**src/rtl/rr_pop_arbiter.sv**
```systemverilog
// ---------------------------------------------------------------------------
// rr_pop_arbiter
//
// Round-robin pop arbiter for NUM_REQS FIFOs. Optional burst hold allows the
// current owner up to BURST consecutive grants before the pointer moves on.
// The grant is combinational, so it reaches the FIFO pops in the same cycle
// as the request.
//
// Configuration macro:
//   ARB_BURST_EN  defined   -> burst hold of up to BURST grants per owner
//                 undefined -> pure round-robin, rotating after every grant
//
// Ports:
//   clk      in   clock; all state updates on the rising edge
//   rst      in   asynchronous, active-low reset
//   reqs     in   [NUM_REQS]  per-requester pop requests
//   empty    in   [NUM_REQS]  per-FIFO empty flags
//   stall    in   downstream backpressure
//   gnt      out  [NUM_REQS]  one-hot or zero grant (drives the FIFO pops)
//   gnt_vld  out  OR of all gnt bits
//   gnt_idx  out  [TAGWIDTH]  binary index of the grant, 0 when gnt_vld=0
//
// Handshake: a requester is eligible when reqs=1 and empty=0. While stall=0,
// an eligible requester that sees its gnt bit pops exactly one entry on that
// clock edge. stall=1 suppresses every grant and freezes all arbiter state,
// so an interrupted burst resumes where it stopped.
// ---------------------------------------------------------------------------
module rr_pop_arbiter #(
    parameter int NUM_REQS = 4,
    parameter int BURST    = 4,
    parameter int TAGWIDTH = $clog2(NUM_REQS)
) (
    input  logic                clk,
    input  logic                rst,
    input  logic [NUM_REQS-1:0] reqs,
    input  logic [NUM_REQS-1:0] empty,
    input  logic                stall,
    output logic [NUM_REQS-1:0] gnt,
    output logic                gnt_vld,
    output logic [TAGWIDTH-1:0] gnt_idx
);

    logic [NUM_REQS-1:0] guarded;
    logic [TAGWIDTH-1:0] ptr;        // last granted index
    logic                owner_vld;  // ptr refers to a live owner
    logic                hold;       // owner keeps the grant this cycle
    logic                found;      // some eligible requester exists
    logic [TAGWIDTH-1:0] sel;        // chosen index
    logic [TAGWIDTH-1:0] cand;       // search candidate

`ifdef ARB_BURST_EN
    localparam int CNTW = $clog2(BURST + 1);
    logic [CNTW-1:0] burst_cnt;      // grants given to the current owner
`endif

    assign guarded = reqs & ~empty;

    always_comb begin
        hold    = 1'b0;
        found   = 1'b0;
        sel     = '0;
        cand    = '0;
        gnt     = '0;
        gnt_idx = '0;

`ifdef ARB_BURST_EN
        hold = owner_vld && guarded[ptr] && (burst_cnt < CNTW'(BURST));
`endif

        if (hold) begin
            found = 1'b1;
            sel   = ptr;
        end else begin
            // Search ptr+1, ptr+2, ... wrapping, with ptr itself last. This
            // also re-grants an exhausted owner when nobody else is eligible.
            for (int k = 1; k <= NUM_REQS; k++) begin
                cand = TAGWIDTH'((int'(ptr) + k) % NUM_REQS);
                if (!found && guarded[cand]) begin
                    found = 1'b1;
                    sel   = cand;
                end
            end
        end

        // Reset is folded in combinationally so the pops are silent the
        // moment rst falls, not just after the next edge.
        if (rst && !stall && found) begin
            gnt[sel] = 1'b1;
            gnt_idx  = sel;
        end
    end

    assign gnt_vld = |gnt;

    always_ff @(posedge clk or negedge rst) begin
        if (!rst) begin
            ptr       <= TAGWIDTH'(NUM_REQS - 1);  // index 0 wins first
            owner_vld <= 1'b0;
`ifdef ARB_BURST_EN
            burst_cnt <= '0;
`endif
        end else if (!stall) begin
            if (gnt_vld) begin
                ptr       <= gnt_idx;
                owner_vld <= 1'b1;
`ifdef ARB_BURST_EN
                // hold is only true below BURST, so this never overflows.
                burst_cnt <= hold ? burst_cnt + CNTW'(1) : CNTW'(1);
`endif
            end else begin
                owner_vld <= 1'b0;
`ifdef ARB_BURST_EN
                burst_cnt <= '0;
`endif
            end
        end
    end

endmodule

```
**config.mk**
```make
export PLATFORM = sky130hd
export DESIGN_NAME = rr_pop_arbiter
export DESIGN_NICKNAME = d
export VERILOG_FILES = /design/src/rtl/rr_pop_arbiter.sv
export SDC_FILE = /design/constraint.sdc
export NUM_CORES = 1
export LEC_CHECK = 0
export CAP_MARGIN = 20
export CORE_AREA = 10 10 47 49
export DETAILED_ROUTE_END_ITERATION = 10
export DIE_AREA = 0 0 57 59
export MAX_ROUTING_LAYER = met4
export PLACE_DENSITY = 0.5
export SYNTH_ARGS = -nofsm -noshare
export SYNTH_HDL_FRONTEND = slang
export SYNTH_SLANG_ARGS = --single-unit
```
**constraint.sdc**
```tcl
create_clock -name clk -period 2.1 [get_ports clk]
set_input_delay 0.315 -clock clk [delete_from_list [all_inputs] [get_ports clk]]
set_output_delay 0.315 -clock clk [all_outputs]
set_load 0.02 [all_outputs]
```
-- Yosys cells after proc, flatten, opt, wreduce, memory -nomap -nowiden
Index checks and enable logic that the tools add are counted.
- output and inout bits: 7
- ROM bits: 0
- memories: 0
- logic and storage cells: 46
- bits in registers: 2
- bits in latches: 0
- bits of input ports: 11
- memory bits (writable): 0
- $add $sub $neg: 4
- muxes and demuxes: 20
- shift-type cells: 0
- bitwise operators: 3
- reductions and logical operators: 12
- divide/modulo/power cells: 0
- $mul: 0
- eq/ne operators: 0
- order comparisons: 6
- operators with widths (cell ; count):
    less-than comparator 2 x 3 -> 1 bit (second input constant) ; 5
    two-way mux 2 bit ; 5
    two-way mux 1 bit ; 9
    binary-select mux 1 bit (select 2 bit) ; 4
    logical AND 1 bit ; 6
    adder 2 x 1 -> 2 bit (second input constant) ; 2
    adder 2 bit (second input constant) ; 2
    bitwise AND 4 bit ; 1
    logical NOT 1 bit ; 4
    two-way mux 4 bit ; 1
    NOT 4 bit ; 1
    OR reduction 4 bit ; 1
    demux 1 bit (select 2 bit) ; 1
    greater-or-equal comparator 2 x 1 -> 1 bit (second input constant) ; 1
    AND reduction 2 bit ; 1
    NOT 1 bit ; 1

-- Logic depth before layout (Yosys ltp)
- depth in word-level cells: 21
- depth in mapped cells: 4
- gate-level depth less buffers: 4

-- Worst setup path after synthesis
OpenSTA, ideal clock, no wires.
- path kind: input -> output
- from: input port empty[0]
- to: output port gnt[2]
- data arrival time: 1.649 ns
- stages: 4
- buffers on the path: 0
- setup slack: 0.136 ns
- required time: 1.785 ns
- path through: nand2b_1 > a41oi_4 > or4b_4 > nor2_1
- cells in the longest elaborated chain, start to end: 19
- RTL lines (what ; line ; text):
    start: declaration ; 36 ; input logic [NUM_REQS-1:0] empty,
    NOT 4 bit (*) ; 56 ; assign guarded = reqs & ~empty;
    bitwise AND 4 bit (*) ; 56 ;
    binary-select mux 1 bit (select 2 bit) ; 78 ; if (!found && guarded[cand]) begin
    two-way mux 1 bit (implied by the code) ; 78 ;
    two-way mux 1 bit ; 78 ;
    logical NOT 1 bit ; 78 ;
    logical AND 1 bit ; 78 ;
    two-way mux 1 bit ; 78 ;
    (+3 left out) ; - ;
    logical NOT 1 bit ; 78 ;
    logical AND 1 bit ; 78 ;
    two-way mux 2 bit ; 78 ;
    less-than comparator 2 x 3 -> 1 bit (implied by the code) / greater-or-equal comparator 2 x 1 -> 1 bit (equally long branches) ; 88 ; gnt[sel] = 1'b1;
    logical AND 1 bit (implied by the code) ; 88 ;
    two-way mux 1 bit (implied by the code) ; 88 ;
    demux 1 bit (select 2 bit) ; 88 ;
    two-way mux 4 bit (*) ; 87 ; if (rst && !stall && found) begin
    end: declaration ; 38 ; output logic [NUM_REQS-1:0] gnt,
Mark *: on every way between the ends. The rest lies on a longest branch, timed or not. The select of a mux whose other input is x is not followed.

-- Final worst setup path
- from: register ptr[1]
- to: output port gnt[3]
- cells in the longest elaborated chain, start to end: 18
- RTL lines (what ; line ; text):
    start: declaration ; 44 ; logic [TAGWIDTH-1:0] ptr;
    start signal: assignment ; 97 ; ptr <= TAGWIDTH'(NUM_REQS - 1);
    start signal: assignment ; 104 ; ptr <= gnt_idx;
    adder 2 x 1 -> 2 bit ; 77 ; cand = TAGWIDTH'((int'(ptr) + k) % NUM_REQS);
    binary-select mux 1 bit (select 2 bit) ; 78 ;
    two-way mux 1 bit (implied by the code) ; 78 ;
    two-way mux 1 bit ; 78 ;
    logical NOT 1 bit ; 78 ;
    logical AND 1 bit ; 78 ;
    two-way mux 1 bit ; 78 ;
    logical NOT 1 bit ; 78 ;
    (+2 left out) ; - ;
    logical NOT 1 bit ; 78 ;
    logical AND 1 bit ; 78 ;
    two-way mux 2 bit ; 78 ;
    less-than comparator 2 x 3 -> 1 bit (implied by the code) / greater-or-equal comparator 2 x 1 -> 1 bit (equally long branches) ; 88 ;
    logical AND 1 bit (implied by the code) ; 88 ;
    two-way mux 1 bit (implied by the code) ; 88 ;
    demux 1 bit (select 2 bit) ; 88 ;
    two-way mux 4 bit (*) ; 87 ;
Marked as above.

==> flow_summary_export.csv <==
group,metric,value,unit
status,status,"finished with violations",
status,violations,"negative setup slack",
drt,detail-route-antenna-nets,0,
yosys,ys_seq_area_frac,0.1842,
layout,layout.area.seq,52.55,sq um
layout,post-route-cell-area,650.6,sq um
layout,area_growth,128.1,%
place,hpwl,835.3,um
layout,top_register,"ptr",
grt,grt_pass1_vias,434,
grt,grt_max_degree,7,
yosys,ys_types,21,
yosys,synth_ff_type,"dfstp_2",
yosys,syn_inst,34,
floorplanning,die_y,59,um
worst_setup_path,worst_ep_arrival_time,1.83,ns
clock_network,numCtsBuffers,3,
worst_setup_path,crit_path_start_kind,"flip-flop",
worst_setup_path,worstPathMaxFanout,4,
yosys,syn_area,285.3,sq um
timing,drv_slew,0,
worst_setup_path,crit_type,"flip-flop to output port",
timing,tightest_slew,0.3502,ns
layout,n_antenna_cell,0,
layout,nets,79,
yosys,async_reset_ff_frac,1.000,
worst_setup_path,r2r_slack,0.53,ns
layout,final_cell_mix,"buf_4 (12), dlygate4sd2_1 (7), nand2b_4 (4), buf_6 (4)",
floorplanning,start_util,0.2036,
drt,vias,374,
clock_network,clock_tree.buffer_depth,2,
timing,max_freq,0.4654,GHz
timing,grt_setup_unrepaired,"true",
clock_network,htreeDepth,1,
worst_setup_path,endpoint_kind,"output port",
grt,grt_pass1_wl,1711,um
worst_hold_path,hp-class,"primary input to async pin",
clock_network,cts_tree,"done",
floorplanning,die_x,57,um
clock_network,clkTransAtPathRegs,0.03,ns
timing,finalCritPeriodShare,1.023,
layout,drive_above_1_share,0.6061,
worst_setup_path,required,1.78,ns
worst_setup_path,timing.rr.end,"ptr[1]",
place,portBuffers,17,
worst_setup_path,reg2reg_depth,4,
layout,nFillCells,154,
worst_setup_path,r2r_start,"ptr[1]",
place,place.gp.congestion,0.8055,
timing,period_needed,2.149,ns
grt,grt_antenna_before_repair,0,
grt,grtUsageTotal,0.06317,
layout,largest_registers,"ptr x2",
floorplanning,core,1401,sq um
drt,drtIter0Drc,1,
flow_run,drv_cap,0,
grt,gr-total-overflow,0,
clock_network,cts_root_buf,"clkbuf_4",
timing,timing.hold.ws,0.1691,ns
pwr,ir_worst_vdd,308.4,uV
yosys,syn_nets,45,
yosys,ys_ff_latch,2,
floorplanning,dieArea,3363,sq um
pwr,p_per_area,474.5,nW/um^2
floorplanning,num_rows,14,
layout,layout_commonest_cell,"buf_4",
timing,finalHoldViolCount,0,
yosys,synth-edff-count,0,
clock_network,clkLatencyLatePin,0.22,ns
timing,fin_skew,0.0008270,ns
timing,setup_ws,-0.04880,ns
drt,wl,1042,um
layout,multiInputGateArea,299.0,sq um
layout,largest_reg_flops,2,
drt,drcViolationCount,0,
pwr,leakagePower,0.3036,nW
floorplanning,io_pins,18,
drt,vias_per_cell,4.561,
drt,wl_per_cell,12.71,um
yosys,yosys_warnings,0,
clock_network,cts.sinks,2,
drt,drt_first_pass_iters,3,
timing,setup_violations,3,
place,postPlaceCellArea,558.0,sq um
yosys,avgSynthCellArea,8.390,sq um
timing,relSlewSlack,0.7661,
metal layers:
layer  global-route usage  wire, um
met5                    -         0
met4              0.03020         6
met3              0.02361       116
met2               0.1023       514
met1              0.06675       403
stage by stage:
step / worst slack (ns) / power (mW) / instances / util / TNS, ns
final: -0.04880 / 0.3087 / 82 / 0.4643 / -0.1340
after global routing: -0.1061 / 0.3297 / 82 / 0.4643 / -0.3177
after CTS: -0.1188 / 0.2995 / 83 / 0.4402 / -0.2819
after detailed placement: -0.6297 / 0.2034 / 78 / 0.3982 / -3.442
after global placement: -0.6254 / 0.2050 / 78 / 0.3982 / -3.466
after floorplan: 0.1359 / 0.1236 / 34 / - / 0
worst max-delay path by stage:
| stage | cells past startpoint | endpoint | startpoint | slack [ns] |
|---|---|---|---|---|
| 4_1_cts | 5 | gnt[2] | ptr[1] | -0.12 |
| 3_3_place_gp | 6 | gnt[3] | reqs[3] | -0.63 |
| 2_1_floorplan | 4 | gnt[2] | empty[0] | 0.14 |
| 6_report | 5 | gnt[3] | ptr[1] | -0.05 |
| 5_1_grt | 5 | gnt[2] | ptr[1] | -0.11 |
| 3_5_place_dp | 6 | gnt[3] | reqs[3] | -0.63 |
power by group:
part	switching [mW]	total [mW]	internal [mW]
registers	0.00576	0.0601	0.0543
clock network	0.0190	0.0817	0.0627
logic	0.0795	0.167	0.0874
total	0.104	0.309	0.204
repair_timing:
action | CTS | global route
hold buffers | 0 | 0
gates resized for setup | 41 | 16
hold endpoints to repair | 0 | 0
pin swaps | 6 | 6
buffers inserted | 2 | 0
endpoints found under the setup margin | 7 | 6
final cells by class:
| class | instances | area share |
|---|---|---|
| flip-flops and latches | 2 | 0.08077 |
| inverters | 2 | 0.01154 |
| multi-input cells | 30 | 0.4596 |
| clock buffers | 3 | 0.03462 |
| well taps | 16 | 0.03077 |
| repair buffers | 29 | 0.3827 |
cells in the mapped netlist, drive strengths merged (2+ instances only):
| master | n | area share |
|---|---|---|
| nand2b | 5 | 0.16 |
| a21oi | 3 | 0.053 |
| nor2 | 5 | 0.066 |
| nor3b | 3 | 0.079 |
| inv | 2 | 0.026 |
| dfstp | 2 | 0.18 |
cell families after synthesis:
kind of cell,synth area share
and+or+nand+nor,0.4869
DFF,0.1842
buffers and inverters,0.02633
AOI/OAI and AO/OA,0.3027
critical path: stages, from the launching register on:
cell	delay [ns]
dfstp_2	0.53
nand3b_1	0.10
a22o_1	0.22
or4b_4	0.54
nor2_4	0.11
buf_6	0.12
(Power assumes the default switching activity.)
==> patch: new RTL, config.mk and constraints unchanged <==
Make the reset (`rst`) synchronous in one clocked block. Comments in the files are not updated.
--- a/src/rtl/rr_pop_arbiter.sv
+++ b/src/rtl/rr_pop_arbiter.sv
@@ -94,3 +94,3 @@
 
-    always_ff @(posedge clk or negedge rst) begin
+    always_ff @(posedge clk) begin
         if (!rst) begin
Behaviour: no difference found for any inputs over 4 cycles, from zero or initial values and one cycle with rst low; that may be too few to reach the edited logic, so the function may still have changed.
==> patch against the unedited design <==
- design area decreased by 14%
- worst setup slack improved by 140 ps
- die area unchanged
- clock power increased by 8.7%
- synthesized area decreased by 5.7%
- first-iteration DRC count increased to 6.0 times the old value
- clock skew increased by 3.6 ps
- total power decreased by 22%
- sequential cell count unchanged
- register-to-register slack improved by 240 ps
- routed wire length decreased by 7.3%
- sequential share of layout area decreased by 0.90 points
- final cell count decreased by 8.5%
- largest power group unchanged
==> patch: results (changes against the unedited design) <==
{| class="wikitable"
! Metric !! Value
|-
| Mapped Nets || 42 (-6.7%)
|-
| Placement-stage cell area || 474 um2 (-15%)
|-
| Total detailed-routing wirelength || 966 um (-7.3%)
|-
| HP Class || reg -> reg
|-
| Most used flip-flop cell after synthesis || sky130_fd_sc_hd__dfxtp_1
|-
| Master of the slowest instance on the critical path || sky130_fd_sc_hd__clkdlybuf4s50_1
|-
| Global-route usage over all layers || 6.31% (-0.011 points)
|-
| Status || complete, no violations
|-
| Multi-input gate area in the final layout || 239 um2 (-20%)
|-
| Sequential share of the synthesized area || 14.9% (-3.5 points)
|-
| Global placement routability congestion || 0.678 (-16%)
|-
| Share of post-route cells with drive strength above 1 || 52.5% (-8.1 points)
|-
| Internal portion of total power || 0.162 mW (-21%)
|-
| Count of different cell masters after synthesis || 22 (+4.8%)
|-
| Detailed-placement wirelength estimate || 738 um (-12%)
|-
| Worst clock skew on the final layout || 4.40 ps (+3.57 ps)
|-
| Final Instance Count excl. Fillers || 75 (-8.5%)
|-
| Met1 global-route usage || 5.69% (-0.98 points)
|-
| Maximum number of pins on one net before global-route repair || 5 (-2)
|-
| Largest cells by area after synthesis || sky130_fd_sc_hd__dfxtp_1, sky130_fd_sc_hd__o41ai_4, sky130_fd_sc_hd__a21oi_2
|-
| Via count of the first global-routing pass || 394 (-9.2%)
|-
| Worst Hold Margin || 557 ps (+388 ps)
|-
| Net count of the finished layout || 72 (-8.9%)
|-
| Initial detailed-routing violation count || 6 (+5)
|-
| Leak || 0.291 nW (-4.1%)
|}
patch: changes by cell type after synthesis, sizes merged, moves of 2 or more:
cell / before / now
nor2b: 1 / 5
nand2b: 5 / 2
nor2: 5 / 2
nor3b: 3 / 0
and2b: 0 / 2
dfstp: 2 / 0
dfxtp: 0 / 2
inv: 2 / 4
o211ai: 0 / 2
patch: area by class of cell:
type | count | share of cell area [%]
multi-input cells | 25 | 42.8
flip-flops and latches | 2 | 7.17
repair buffers | 25 | 39.7
clock buffers | 3 | 4.04
well taps | 16 | 3.59
inverters | 4 | 2.69
patch: worst max path at each step:
stage               startpoint     end  slack, ps  cells after the start
global route               rst  gnt[1]         30                      7
detailed placement     reqs[2]  gnt[2]       -480                      6
global placement       reqs[2]  gnt[2]       -460                      6
floorplan             empty[0]  gnt[2]        480                      4
CTS                   empty[2]  gnt[1]         10                      7
finish                     rst  gnt[1]         90                      7
patch: critical path: cells and delay by family:
family	cells	cell delay, ps
buffers and inverters	3	780
and+or+nand+nor	2	360
AOI/OAI and AO/OA	2	240
